[src/rtl/fg_pkg.sv]
// Shared state encoding and 50 MHz timing defaults for the function generator DAC path.
package fg_pkg;

    localparam logic [2:0] ST_CLEAR  = 3'd0;
    localparam logic [2:0] ST_PWRDN  = 3'd1;
    localparam logic [2:0] ST_IDLE   = 3'd2;
    localparam logic [2:0] ST_SETUP  = 3'd3;
    localparam logic [2:0] ST_WRITE  = 3'd4;
    localparam logic [2:0] ST_HOLD   = 3'd5;
    localparam logic [2:0] ST_SETTLE = 3'd6;

    localparam int FG_WR_CYCLES_50MHZ     = 2;
    localparam int FG_SETTLE_CYCLES_50MHZ = 500;

    // Cycles spent in SETTLE proper: the settle interval runs from wr_n rising to
    // the next SETUP entry, so HOLD and the one IDLE/strobe cycle are part of it.
    function automatic int settle_len(int settle, int hold);
        return settle - 1 - hold;
    endfunction

endpackage

[src/rtl/fg_phase_timer.sv]
// Loadable down-counter shared by every sequencer phase; holds at zero.
module fg_phase_timer #(
    parameter int CNT_WIDTH = 10
) (
    input  logic                 clk,
    input  logic                 rst,
    input  logic                 load,
    input  logic [CNT_WIDTH-1:0] load_val,
    output logic                 zero
);

    logic [CNT_WIDTH-1:0] count;

    always_ff @(posedge clk) begin
        if (rst) begin
            count <= '0;
        end else if (load) begin
            count <= load_val;
        end else if (count != '0) begin
            count <= count - CNT_WIDTH'(1);
        end
    end

    assign zero = (count == '0);

endmodule

[src/rtl/fg_dac_sequencer.sv]
// Parallel DAC write sequencer: latches samples, times the wr_n pulse and settle gap,
// and owns clear-after-reset and power-down while disabled.
//
// state  | meaning
// CLEAR  | dac_clr_n low after reset
// PWRDN  | disabled, dac_pd_n low
// IDLE   | ready for a sample
// SETUP  | data on bus, wr_n high
// WRITE  | wr_n low
// HOLD   | wr_n high, data held
// SETTLE | waiting out the DAC settling interval
module fg_dac_sequencer
    import fg_pkg::*;
#(
    parameter int BITWIDTH      = 8,
    parameter int SETUP_CYCLES  = 1,
    parameter int WR_CYCLES     = FG_WR_CYCLES_50MHZ,
    parameter int HOLD_CYCLES   = 1,
    parameter int SETTLE_CYCLES = FG_SETTLE_CYCLES_50MHZ,
    parameter int CLR_CYCLES    = 4,
    parameter int CNT_WIDTH     = 10
) (
    input  logic                clk_i,
    input  logic                rst_i,
    input  logic                enable_i,
    input  logic [BITWIDTH-1:0] sample_i,
    input  logic                sampleValid_i,
    output logic                sampleReady_o,
    output logic [BITWIDTH-1:0] dac_data_o,
    output logic                dac_wr_n_o,
    output logic                dac_clr_n_o,
    output logic                dac_pd_n_o,
    output logic                busy_o,
    output logic                overrun_o
);

    localparam int SETTLE_LEN = settle_len(SETTLE_CYCLES, HOLD_CYCLES);

    localparam logic [CNT_WIDTH-1:0] SETUP_LD  = CNT_WIDTH'(SETUP_CYCLES - 1);
    localparam logic [CNT_WIDTH-1:0] WR_LD     = CNT_WIDTH'(WR_CYCLES - 1);
    localparam logic [CNT_WIDTH-1:0] HOLD_LD   = CNT_WIDTH'(HOLD_CYCLES - 1);
    localparam logic [CNT_WIDTH-1:0] SETTLE_LD = CNT_WIDTH'((SETTLE_LEN > 0) ? SETTLE_LEN - 1 : 0);
    // Reset leaves the counter at zero, so the first CLEAR cycle loads the remainder.
    localparam logic [CNT_WIDTH-1:0] CLR_LD    = CNT_WIDTH'((CLR_CYCLES > 1) ? CLR_CYCLES - 2 : 0);

    logic [2:0]           state;
    logic [2:0]           state_nxt;
    logic                 clr_armed;
    logic                 timer_load;
    logic [CNT_WIDTH-1:0] timer_val;
    logic                 timer_zero;
    logic                 accept;
    logic [2:0]           rest_state;

    fg_phase_timer #(.CNT_WIDTH(CNT_WIDTH)) u_timer (
        .clk      (clk_i),
        .rst      (rst_i),
        .load     (timer_load),
        .load_val (timer_val),
        .zero     (timer_zero)
    );

    assign rest_state = enable_i ? ST_IDLE : ST_PWRDN;

    always_comb begin
        state_nxt  = state;
        timer_load = 1'b0;
        timer_val  = '0;
        accept     = 1'b0;
        case (state)
            ST_CLEAR: begin
                if (!clr_armed) begin
                    if (CLR_CYCLES == 1) begin
                        state_nxt = rest_state;
                    end else begin
                        timer_load = 1'b1;
                        timer_val  = CLR_LD;
                    end
                end else if (timer_zero) begin
                    state_nxt = rest_state;
                end
            end
            ST_PWRDN: begin
                if (enable_i) state_nxt = ST_IDLE;
            end
            ST_IDLE: begin
                if (!enable_i) begin
                    state_nxt = ST_PWRDN;
                end else if (sampleValid_i) begin
                    state_nxt  = ST_SETUP;
                    timer_load = 1'b1;
                    timer_val  = SETUP_LD;
                    accept     = 1'b1;
                end
            end
            ST_SETUP: begin
                if (timer_zero) begin
                    state_nxt  = ST_WRITE;
                    timer_load = 1'b1;
                    timer_val  = WR_LD;
                end
            end
            ST_WRITE: begin
                if (timer_zero) begin
                    state_nxt  = ST_HOLD;
                    timer_load = 1'b1;
                    timer_val  = HOLD_LD;
                end
            end
            ST_HOLD: begin
                if (timer_zero) begin
                    if (SETTLE_LEN > 0) begin
                        state_nxt  = ST_SETTLE;
                        timer_load = 1'b1;
                        timer_val  = SETTLE_LD;
                    end else begin
                        state_nxt = rest_state;
                    end
                end
            end
            ST_SETTLE: begin
                if (timer_zero) state_nxt = rest_state;
            end
            default: state_nxt = ST_CLEAR;
        endcase
    end

    // Outputs are registered from the next state so they line up with it.
    always_ff @(posedge clk_i) begin
        if (rst_i) begin
            state         <= ST_CLEAR;
            clr_armed     <= 1'b0;
            dac_data_o    <= '0;
            dac_wr_n_o    <= 1'b1;
            dac_clr_n_o   <= 1'b0;
            dac_pd_n_o    <= 1'b1;
            sampleReady_o <= 1'b0;
            busy_o        <= 1'b0;
            overrun_o     <= 1'b0;
        end else begin
            state         <= state_nxt;
            if (state == ST_CLEAR) clr_armed <= 1'b1;
            if (accept) dac_data_o <= sample_i;
            dac_wr_n_o    <= (state_nxt != ST_WRITE);
            dac_clr_n_o   <= (state_nxt != ST_CLEAR);
            dac_pd_n_o    <= (state_nxt != ST_PWRDN);
            sampleReady_o <= (state_nxt == ST_IDLE);
            busy_o        <= (state_nxt inside {ST_SETUP, ST_WRITE, ST_HOLD, ST_SETTLE});
            if (state_nxt == ST_PWRDN) begin
                overrun_o <= 1'b0;
            end else if (sampleValid_i && enable_i && (state != ST_IDLE)) begin
                overrun_o <= 1'b1;
            end
        end
    end

endmodule

[config.mk]
export PLATFORM = sky130hd
export DESIGN_NAME = fg_dac_sequencer
export DESIGN_NICKNAME = d
export VERILOG_FILES = /design/src/rtl/fg_pkg.sv /design/src/rtl/fg_phase_timer.sv /design/src/rtl/fg_dac_sequencer.sv
export SDC_FILE = /design/constraint.sdc
export NUM_CORES = 1
export LEC_CHECK = 0
export CAP_MARGIN = 20
export CORE_UTILIZATION = 51
export DETAILED_ROUTE_END_ITERATION = 7
export GPL_ROUTABILITY_DRIVEN = 0
export PLACE_DENSITY = 0.82
export REMOVE_ABC_BUFFERS = 1
export SLEW_MARGIN = 20
export SYNTH_ARGS = -nofsm -noshare
export SYNTH_HDL_FRONTEND = slang
export SYNTH_SLANG_ARGS = --single-unit
[constraint.sdc]
create_clock -name clk_i -period 2.4 [get_ports clk_i]
set_clock_uncertainty 0.2 [all_clocks]
set_input_delay 0.48 -clock clk_i [delete_from_list [all_inputs] [get_ports clk_i]]
set_output_delay 0.48 -clock clk_i [all_outputs]
set_load 0.03 [all_outputs]
# Word level (Yosys, flattened, before mapping)
# Cells that the tools add are included.
dict set report word_totals {
  register_bits 28
  inputBits 12
  elab_cells 58
  out_inout_bits 14
}
dict set report op_classes {
  n_reduce_logical 10
  eq_ne 15
  n_addsub 1
  n_mux 22
}
# cell count
set op_table {}
lappend op_table {{$pmux 9 s3} 1}
lappend op_table {{$mux 3} 8}
lappend op_table {{$pmux 3 s7} 1}
lappend op_table {{$mux 10} 2}
lappend op_table {{$eq 3x3->1 const B} 6}
lappend op_table {{$eq 3x2->1 const B} 4}
lappend op_table {{$logic_not 10->1} 1}
lappend op_table {{$reduce_bool 10->1} 1}
lappend op_table {{$sub 10x1->10 const B} 1}
lappend op_table {{$mux 9} 1}
lappend op_table {{$eq 3x1->1 const B} 2}
lappend op_table {{$mux 1} 6}
lappend op_table {{$mux 2} 2}
lappend op_table {{$reduce_bool 4->1} 1}
lappend op_table {{$logic_not 3->1} 1}
lappend op_table {{$ne 3x1->1 const B} 1}
lappend op_table {{$ne 3x2->1 const B} 1}
lappend op_table {{$ne 3x3->1 const B} 1}
lappend op_table {{$pmux 1 s3} 1}
lappend op_table {{$reduce_bool 3->1} 1}
lappend op_table {{$reduce_or 3->1} 1}
lappend op_table {{$logic_and 1x1->1} 2}
lappend op_table {{$reduce_bool 2->1} 1}
lappend op_table {{$reduce_or 2->1} 1}

# Logic depth before layout (Yosys ltp)
# Gate-level depths: netlist of the first run.
dict set report logic_depth {
  depth_word 6
  ltp_mapped 7
  mapped_depth_nobuf 6
}

# By module
# From an unflattened synthesis of the first run, not the netlist that was laid out.
dict set report hier_totals {
  hier_cells 168
  area_unflattened_um2 1481.4
}
# mod cells_each seq_area_each_um2 instances area_each_um2
set modules_own_cells {}
lappend modules_own_cells {fg_dac_sequencer 95 360.3 1 868.3}
lappend modules_own_cells {fg_phase_timer 73 200.2 1 613.1}

# Least setup slack after synthesis of the first run
# OpenSTA, ideal clock, no wires.
dict set report synth_timing {
  kind {reg-to-reg}
  startpoint {register u_timer.count[5]}
  endpoint {register overrun_o}
  path_stages_with_launch 6
  t_arrival_ns 1.382
  period_less_slack_ns 1.716
  t_required_ns 2.067
  path_buffers 1
  slack_ns 0.684
  setup_ns 0.133
  path_cell_list {dfxtp_1 -> nor4_2 -> nand3_1 -> buf_6 -> a311oi_2 -> a211oi_2}
}
dict set report synth_between {
  elab_chain_cells 6
  elab_cells_between_ends 9
  cone_classes {eq/ne (1); mux (6); reduce/logical (2)}
}
# item line
set synth_rtl {}
lappend synth_rtl {{from (decl)} fg_phase_timer.sv:12} ;# logic [CNT_WIDTH-1:0] count;
lappend synth_rtl {{from (signal assigned)} fg_phase_timer.sv:18} ;# count <= load_val;
lappend synth_rtl {{from (signal assigned)} fg_phase_timer.sv:20} ;# count <= count - CNT_WIDTH'(1);
lappend synth_rtl {{$logic_not 10->1 (*)} fg_phase_timer.sv:24} ;# assign zero = (count == '0);
lappend synth_rtl {{$mux 3} {fg_dac_sequencer.sv:79, fg_dac_sequencer.sv:122}}
lappend synth_rtl {{$mux 3} fg_dac_sequencer.sv:72} ;# if (!clr_armed) begin
lappend synth_rtl {{$pmux 3 s7 (*)} fg_dac_sequencer.sv:70} ;# case (state)
lappend synth_rtl {{$eq 3x1->1 (*)} fg_dac_sequencer.sv:149} ;# if (state_nxt == ST_PWRDN) begin
lappend synth_rtl {{$reduce_or 2->1 (no source line) (*)} n/a}
lappend synth_rtl {{to (signal assigned)} fg_dac_sequencer.sv:139} ;# overrun_o <= 1'b0;
lappend synth_rtl {{to (signal assigned)} fg_dac_sequencer.sv:150} ;# overrun_o <= 1'b0;
lappend synth_rtl {{to (signal assigned)} fg_dac_sequencer.sv:152} ;# overrun_o <= 1'b1;
lappend synth_rtl {{to (decl)} fg_dac_sequencer.sv:34} ;# output logic overrun_o
# Mark *: on every way between the ends. The rest lies on a longest branch, timed or not.
# A chain may end at the register's enable or synchronous reset.

# Final worst setup path of the first run
dict set report layout_timing {
  startpoint {register u_timer.count[2]}
  endpoint {register busy_o}
}
dict set report layout_between {
  elab_chain_cells 6
  elab_cells_between_ends 12
  cone_classes {eq/ne (4); mux (6); reduce/logical (2)}
}
# item line
set layout_rtl {}
lappend layout_rtl {{$logic_not 10->1 (*)} fg_phase_timer.sv:24}
lappend layout_rtl {{$mux 3} {fg_dac_sequencer.sv:79, fg_dac_sequencer.sv:122}}
lappend layout_rtl {{$mux 3} fg_dac_sequencer.sv:72}
lappend layout_rtl {{$pmux 3 s7 (*)} fg_dac_sequencer.sv:70}
lappend layout_rtl {{$eq 3x2->1 / $eq 3x3->1 (equally long branches)} fg_dac_sequencer.sv:148} ;# busy_o <= (state_nxt inside {ST_SETUP, ST_WRITE, ST_HOLD, ST_SETTLE});
lappend layout_rtl {{$reduce_bool 4->1 (*)} fg_dac_sequencer.sv:148}
lappend layout_rtl {{to (signal assigned)} fg_dac_sequencer.sv:148}
lappend layout_rtl {{to (decl)} fg_dac_sequencer.sv:33} ;# output logic busy_o,
# Marked as above.

==> flow_metrics.py, run 1 <==
metrics = {
    "status": {
        "status": "finished clean",
    },
    "worst_setup_path": {
        "slowest_stage": "dfxtp_1",
        "cp.arrival_ns": 2.19,
        "crit_path_max_incr_delay_ns": 0.39,
        "r2r_end": "busy_o",
        "cp_num_buf_inv": 1,
        "reg2reg_depth": 6,
        "critPathTopFamily": "simple AND/OR/NAND/NOR gates",
        "worstSetupEndpointType": "register",
        "ff2ff_setup_slack_ns": 0.26,
        "critPathMaxFanout": 7,
        "reg2reg_from": "u_timer.count[2]",
        "path_cells": "nor4_2 > nand3_1 > buf_4 > mux2i_1 > nor2_1 > a21o_1",
        "startpoint_type": "register",
        "cp.required_ns": 2.45,
        "crit_type": "register to register",
    },
    "cts": {
        "cts_buffer_depth": 2,
        "cts_buffers": 3,
        "cts_setup_buffers": 0,
        "cts.clk_slew.worst_paths_ns": 0.15,
        "cts_resized": 0,
        "cts_htree_levels": 1,
        "cts_tree": "yes",
        "cts_hold_buf": 0,
        "clock-sinks": 28,
        "clk_latency_ns": 0.33,
        "root_buffer": "clkbuf_4",
    },
    "layout": {
        "antenna_cells": 0,
        "finalNonFillerCells": 215,
        "finalNetCount": 199,
        "fill_cells": 216,
        "area_growth_pct": 19.6,
        "layout-drive-gt1-share_pct": 10.3,
        "finalInstanceArea_mm2": 0.00176,
    },
    "global_route": {
        "grt_pass1_wl_mm": 5.29,
        "grt_overflow": 0,
        "grt_antenna_before_repair": 0,
        "track_usage_pct": 21.0,
        "grt_pass1_vias": 1199,
        "grt_max_degree": 19,
    },
    "logic_synthesis": {
        "synth_ff_type": "dfxtp_1",
        "syn_inst": 159,
        "yosys.area.top_type": "dfxtp_1",
        "synth-seq-cells": 28,
        "netlist.area_leader.share_pct": 38.2,
        "ys_types": 46,
        "synthTopCellsByArea": "dfxtp_1 (38%), mux2i_1 (6.8%), nor2_1 (5.4%), a21oi_1 (4.1%), clkbuf_8 (3.7%)",
        "avgSynthCellArea_um2": 9.24,
        "yosys_warnings": 0,
        "yosysMostFrequentCell": "dfxtp_1",
        "ys_async_sr_fraction_pct": 0,
        "seq_area_frac_synth_pct": 38.2,
        "synth-edff-count": 0,
        "synth_area_mm2": 0.00147,
        "synth_common_cells": "dfxtp_1 (28), nor2_1 (21), a21oi_1 (12)",
    },
    "timing": {
        "drv_slew": 0,
        "relSlewSlack_pct": 64.7,
        "fmax_ghz": 0.466,
        "rsz0062_at_grt": "false",
        "whs_ns": 0.307,
        "fin_crit_sh_pct": 89.3,
        "tightestPinTransition_ns": 0.528,
        "finalSetupViolCount": 0,
        "hold_violations": 0,
        "fin_setup_tns_ns": 0,
        "fin_crit_ns": 2.14,
    },
    "worst_hold_path": {
        "hold_depth": 2,
        "min_path_type": "register to register",
        "whs_endpoint": "u_timer.count[9]",
        "hp-start": "u_timer.count[9]",
    },
    "placed_design": {
        "dp_hpwl_mm": 2.25,
        "dpl_cell_area_mm2": 0.00170,
        "numPortBuffers": 25,
        "place_inst": 211,
    },
    "routing": {
        "drc": 0,
        "drtIter0Drc": 25,
        "via_count": 1230,
        "via_per_inst": 5.72,
        "wl_mm": 3.07,
        "detail-route-antenna-nets": 0,
        "wl_per_cell_um": 14.3,
        "drtPass1Iterations": 4,
    },
    "die": {
        "start_util_pct": 53.7,
        "die_area_mm2": 0.00310,
        "fp.coreArea_mm2": 0.00273,
        "die_x_um": 55.7,
        "io_pins": 26,
        "fp-row-count": 19,
        "die_h_um": 55.7,
    },
    "run": {
        "drv_cap": 0,
    },
    "power": {
        "p_leak_nw": 0.659,
        "p_per_area_mw_per_mm2": 1230,
        "ir_drop_mv": 0.829,
        "finalPower_mw": 2.16,
    },
}
sequential cells by signal (all words and copies together), names as in the netlist:
name,cells
dac_pd_n_o,1
clr_armed,1
dac_wr_n_o,1
state,3
sampleReady_o,1
u_timer.count,10
dac_data_o,8
dac_clr_n_o,1
busy_o,1
overrun_o,1
logic make-up after synthesis:
logic type      count (synthesis)  synth area share, %
buf+inv                        14                 7.50
flops                          28                 38.2
mux                            10                 6.81
xor+xnor                        7                 4.17
compound gates                 35                 18.7
fa+ha+maj                       2                 1.70
simple gates                   63                 22.9
cell type report:
type | count | area, µm² | area share (%)
Sequential cell | 28 | 561 | 31.9
Tap cell | 31 | 38.8 | 2.21
Clock inverter | 1 | 30.0 | 1.71
Clock buffer | 3 | 22.5 | 1.28
Inverter | 5 | 18.8 | 1.07
Multi-Input combinational cell | 117 | 798 | 45.4
Timing Repair Buffer | 30 | 288 | 16.4
worst min-delay path: stages (launching register included):
cell and delay (ns):
dfxtp_1 0.36, nand2_1 0.06, a21oi_1 0.05
per-layer routing:
metal  track usage, %  wire [µm]
met4             8.93         46
met5                0          0
met2             36.5       1600
met3             3.02         62
met1             25.8       1350
metrics by stage:
stage	worst slack, ns	utilization, %
floorplan	0.452	-
global placement	0.0621	62.3
detailed placement	-0.0563	62.3
CTS	0.258	64.3
global route	0.0868	64.3
finish	0.256	64.3
worst max path at each step:
stage	startpoint	to	slack, ns	depth (start not counted)
CTS	u_timer.count[2]	busy_o	0.26	6
global route	u_timer.count[5]	overrun_o	0.09	6
detailed placement	enable_i	u_timer.count[1]	-0.06	6
floorplan	u_timer.count[5]	dac_wr_n_o	0.45	5
finish	u_timer.count[2]	busy_o	0.26	6
global placement	enable_i	u_timer.count[9]	0.06	7
cell usage in the layout (no fill, tap or decap), drive strengths merged, types with 2 or more instances in the layout:
master and count:
and2 3, nand3 4, o31ai 2, a31oi 2, a21boi 2, a311oi 2
nand2b 3, nand3b 7, ha 2, nor3 3, mux2i 10, nor2 22
a2bb2oi 2, buf 5, a21oi 12, a211oi 3, and3 2, nor4 2
nand2 11, inv 5, dfxtp 28, o21ai 3, nor2b 3, xor2 2
clkdlybuf4s50 25, clkbuf 3, xnor2 5
report_power, final:
| part | internal (mW) | total [mW] | switching [mW] |
|---|---|---|---|
| logic | 0.536 | 1.16 | 0.620 |
| clock network | 0.169 | 0.309 | 0.140 |
| registers | 0.566 | 0.696 | 0.130 |
Note: power is estimated with default switching activity, not from simulation.
==> run 2, diff against run 1 <==
Settings changed: CORE_UTILIZATION 51 to 52, PLACE_DENSITY 0.82 to 0.83, SYNTH_HIERARCHICAL from default to 1.
==> run 2 against run 1 <==
The flow now finishes with violations (setup timing). Critical endpoint is now u_timer/count[1]. Count of clock-buffer cells in the layout unchanged. Highest routed layer unchanged. Area after synthesis increased by 0.85%. Sequential share of layout area down 4.0 points. Setup slack worse by 0.30 ns. Register-to-register slack got worse by 0.30 ns. Cell area up 15%.
==> flow_metrics.py, run 2 <==
metrics = {
    "timing": {
        "relSlewSlack_pct": 38.9,
        "fin_crit_sh_pct": 102,
        "tightestPinTransition_ns": 0.908,
        "fin_crit_ns": 2.44,
        "fmax_ghz": 0.409,
        "drv_slew": 0,
        "rsz0062_at_grt": "true",
        "hold_violations": 0,
        "finalSetupViolCount": 4,
        "whs_ns": 0.320,
        "layout_setup_ws_ns": -0.0423,
    },
    "logic_synthesis": {
        "syn_inst": 168,
        "ys_types": 52,
        "synth-seq-cells": 28,
        "synth-edff-count": 0,
        "seq_area_frac_synth_pct": 37.8,
        "synth_common_cells": "dfxtp_1 (28), nor2_1 (18), nand2_1 (15)",
        "synth_area_mm2": 0.00148,
        "ys_async_sr_fraction_pct": 0,
        "avgSynthCellArea_um2": 8.82,
        "yosys.area.top_type": "dfxtp_1",
        "synth_ff_type": "dfxtp_1",
        "yosysMostFrequentCell": "dfxtp_1",
        "yosys_warnings": 6,
        "synthTopCellsByArea": "dfxtp_1 (38%), mux2i_1 (6.1%), nor2_1 (4.6%), nand2_1 (3.8%), a2111oi_4 (3.7%)",
        "netlist.area_leader.share_pct": 37.8,
    },
    "routing": {
        "drc": 0,
        "drtPass1Iterations": 4,
        "drtIter0Drc": 87,
        "wl_per_cell_um": 15.2,
        "via_per_inst": 5.80,
        "via_count": 1428,
        "wl_mm": 3.73,
        "detail-route-antenna-nets": 0,
    },
    "worst_setup_path": {
        "critPathMaxFanout": 6,
        "worstSetupEndpointType": "register",
        "cp.required_ns": 2.43,
        "crit_type": "register to register",
        "startpoint_type": "register",
        "slowest_stage": "or4b_4",
        "path_cells": "inv_2 > ha_4 > or4b_4 > nor3_4 > nand2_1 > o31a_1 > o211ai_1 > buf_4 > a41oi_2 > o21ai_1 > a21oi_1",
        "cp.arrival_ns": 2.47,
        "crit_path_max_incr_delay_ns": 0.48,
    },
    "die": {
        "io_pins": 26,
        "die_area_mm2": 0.00307,
        "die_h_um": 55.4,
        "fp-row-count": 18,
        "start_util_pct": 57.2,
        "die_x_um": 55.4,
        "fp.coreArea_mm2": 0.00259,
    },
    "power": {
        "p_leak_nw": 0.854,
        "p_per_area_mw_per_mm2": 1140,
        "ir_drop_mv": 0.812,
    },
    "global_route": {
        "top_usage_layer": "met2",
        "grt_pass1_wl_mm": 6.27,
        "grtUsageMet3_pct": 3.98,
        "grt_max_degree": 17,
        "met2_usage_pct": 45.4,
        "grt_overflow": 0,
        "grt_pass1_vias": 1367,
        "track_usage_pct": 25.4,
        "grt_antenna_before_repair": 0,
        "met1_usage_pct": 30.0,
    },
    "placed_design": {
        "dp_hpwl_mm": 2.64,
        "place_ws_ns": -0.0802,
        "dpl_cell_area_mm2": 0.00189,
        "place_inst": 237,
        "numPortBuffers": 25,
    },
    "cts": {
        "cts_buffers": 3,
        "clk_latency_ns": 0.32,
        "cts_tree": "yes",
        "cts.clk_slew.worst_paths_ns": 0.14,
        "cts_hold_buf": 0,
        "clock-sinks": 28,
        "cts_htree_levels": 1,
        "cts_buffer_depth": 2,
        "root_buffer": "clkbuf_4",
    },
    "worst_hold_path": {
        "min_path_type": "register to register",
    },
    "status": {
        "failed_checks": "setup timing",
        "status": "finished, violations left",
    },
    "layout": {
        "layout-drive-gt1-share_pct": 25.5,
        "final_util_pct": 77.8,
        "layout_commonest_cell": "buf_4",
        "finalInstanceArea_mm2": 0.00202,
        "fill_cells": 161,
        "mostFrequentLayoutCells": "buf_4 (28), dfxtp_1 (26), clkdlybuf4s50_1 (25)",
        "finalNetCount": 231,
        "largest_register": "u_timer/count",
        "finalNonFillerCells": 246,
        "largest_register_ffs": 10,
        "area_growth_pct": 36.1,
        "antenna_cells": 0,
        "reg_top3": "u_timer/count: 10 flops, dac_data_o: 8 flops, state: 3 flops",
    },
    "run": {
        "drv_cap": 0,
    },
}
==> run 2: cell count changes after synthesis, sizes merged, moves of 4 or more <==
cell	previous run	this run
nand3b	7	0
nor2	22	18
nand2	11	15
nor3	3	10
==> run 2: cells by family (layout without fill, tap and decap cells) <==
family,after synthesis,in the layout,synth area share [%]
simple gates,67,67,25.0
compound gates,39,39,21.5
flops,28,28,37.8
buf+inv,19,65,6.17
mux,9,9,6.08
xor+xnor,4,4,2.37
fa+ha+maj,1,1,0.844
other cells,1,3,0.253
==> run 2: worst max-delay path: cells and delay by family (launching register included) <==
kind	cells	cell delay (ns)
AND/OR/NAND/NOR	3	0.71
adder cells (fa/ha/maj)	1	0.13
flip-flops	1	0.35
AO/OA/AOI/OAI	5	0.65
buffers and inverters	2	0.31
==> run 2: repair_timing <==
action / 4_1_cts / 5_1_grt
pin swaps: 5 / 6
gates cloned: 1 / 0
setup buffers: 5 / 0
resized for setup: 11 / 6
setup endpoints to repair: 9 / 17
==> run 2: path summary, 6_finish.rpt <==
kind	startpoint	endpoint	slack [ns]	cells past startpoint
worst max register to register	u_timer/count[1]	u_timer/count[1]	-0.04	11
worst min register to register	dac_data_o[0]	dac_data_o[0]	0.32	2
worst max-delay path	u_timer/count[1]	u_timer/count[1]	-0.04	11
worst min-delay path	dac_data_o[0]	dac_data_o[0]	0.32	2
==> run 2: layout make-up <==
type | count | area, µm² | share of cell area (%)
sequential | 28 | 563 | 27.9
tap | 30 | 37.5 | 1.86
timing repair buffer | 54 | 465 | 23.1
inverter | 8 | 30.0 | 1.49
clock buffer | 3 | 22.5 | 1.12
multi-input combinational | 123 | 897 | 44.5
==> run 2: where the power goes <==
| group | internal, mW | switching, mW |
|---|---|---|
| Sequential | 0.574 | 0.0973 |
| Clock | 0.0589 | 0.131 |
| Combinational | 0.707 | 0.739 |
==> run 2: per-layer routing <==
metal	share of wire, %	up-vias
li1	-	698
met1	43	679
met2	49	40
met3	4.5	11
met4	3.0	0
met5	0	-
==> run 2: metrics by stage <==
step	power [mW]	setup TNS (ns)
global placement	1.87	0
detailed placement	1.93	-0.297
finish	2.31	-0.0714
global route	2.45	-1.30
CTS	2.23	-0.00128
floorplan	1.47	-6.55
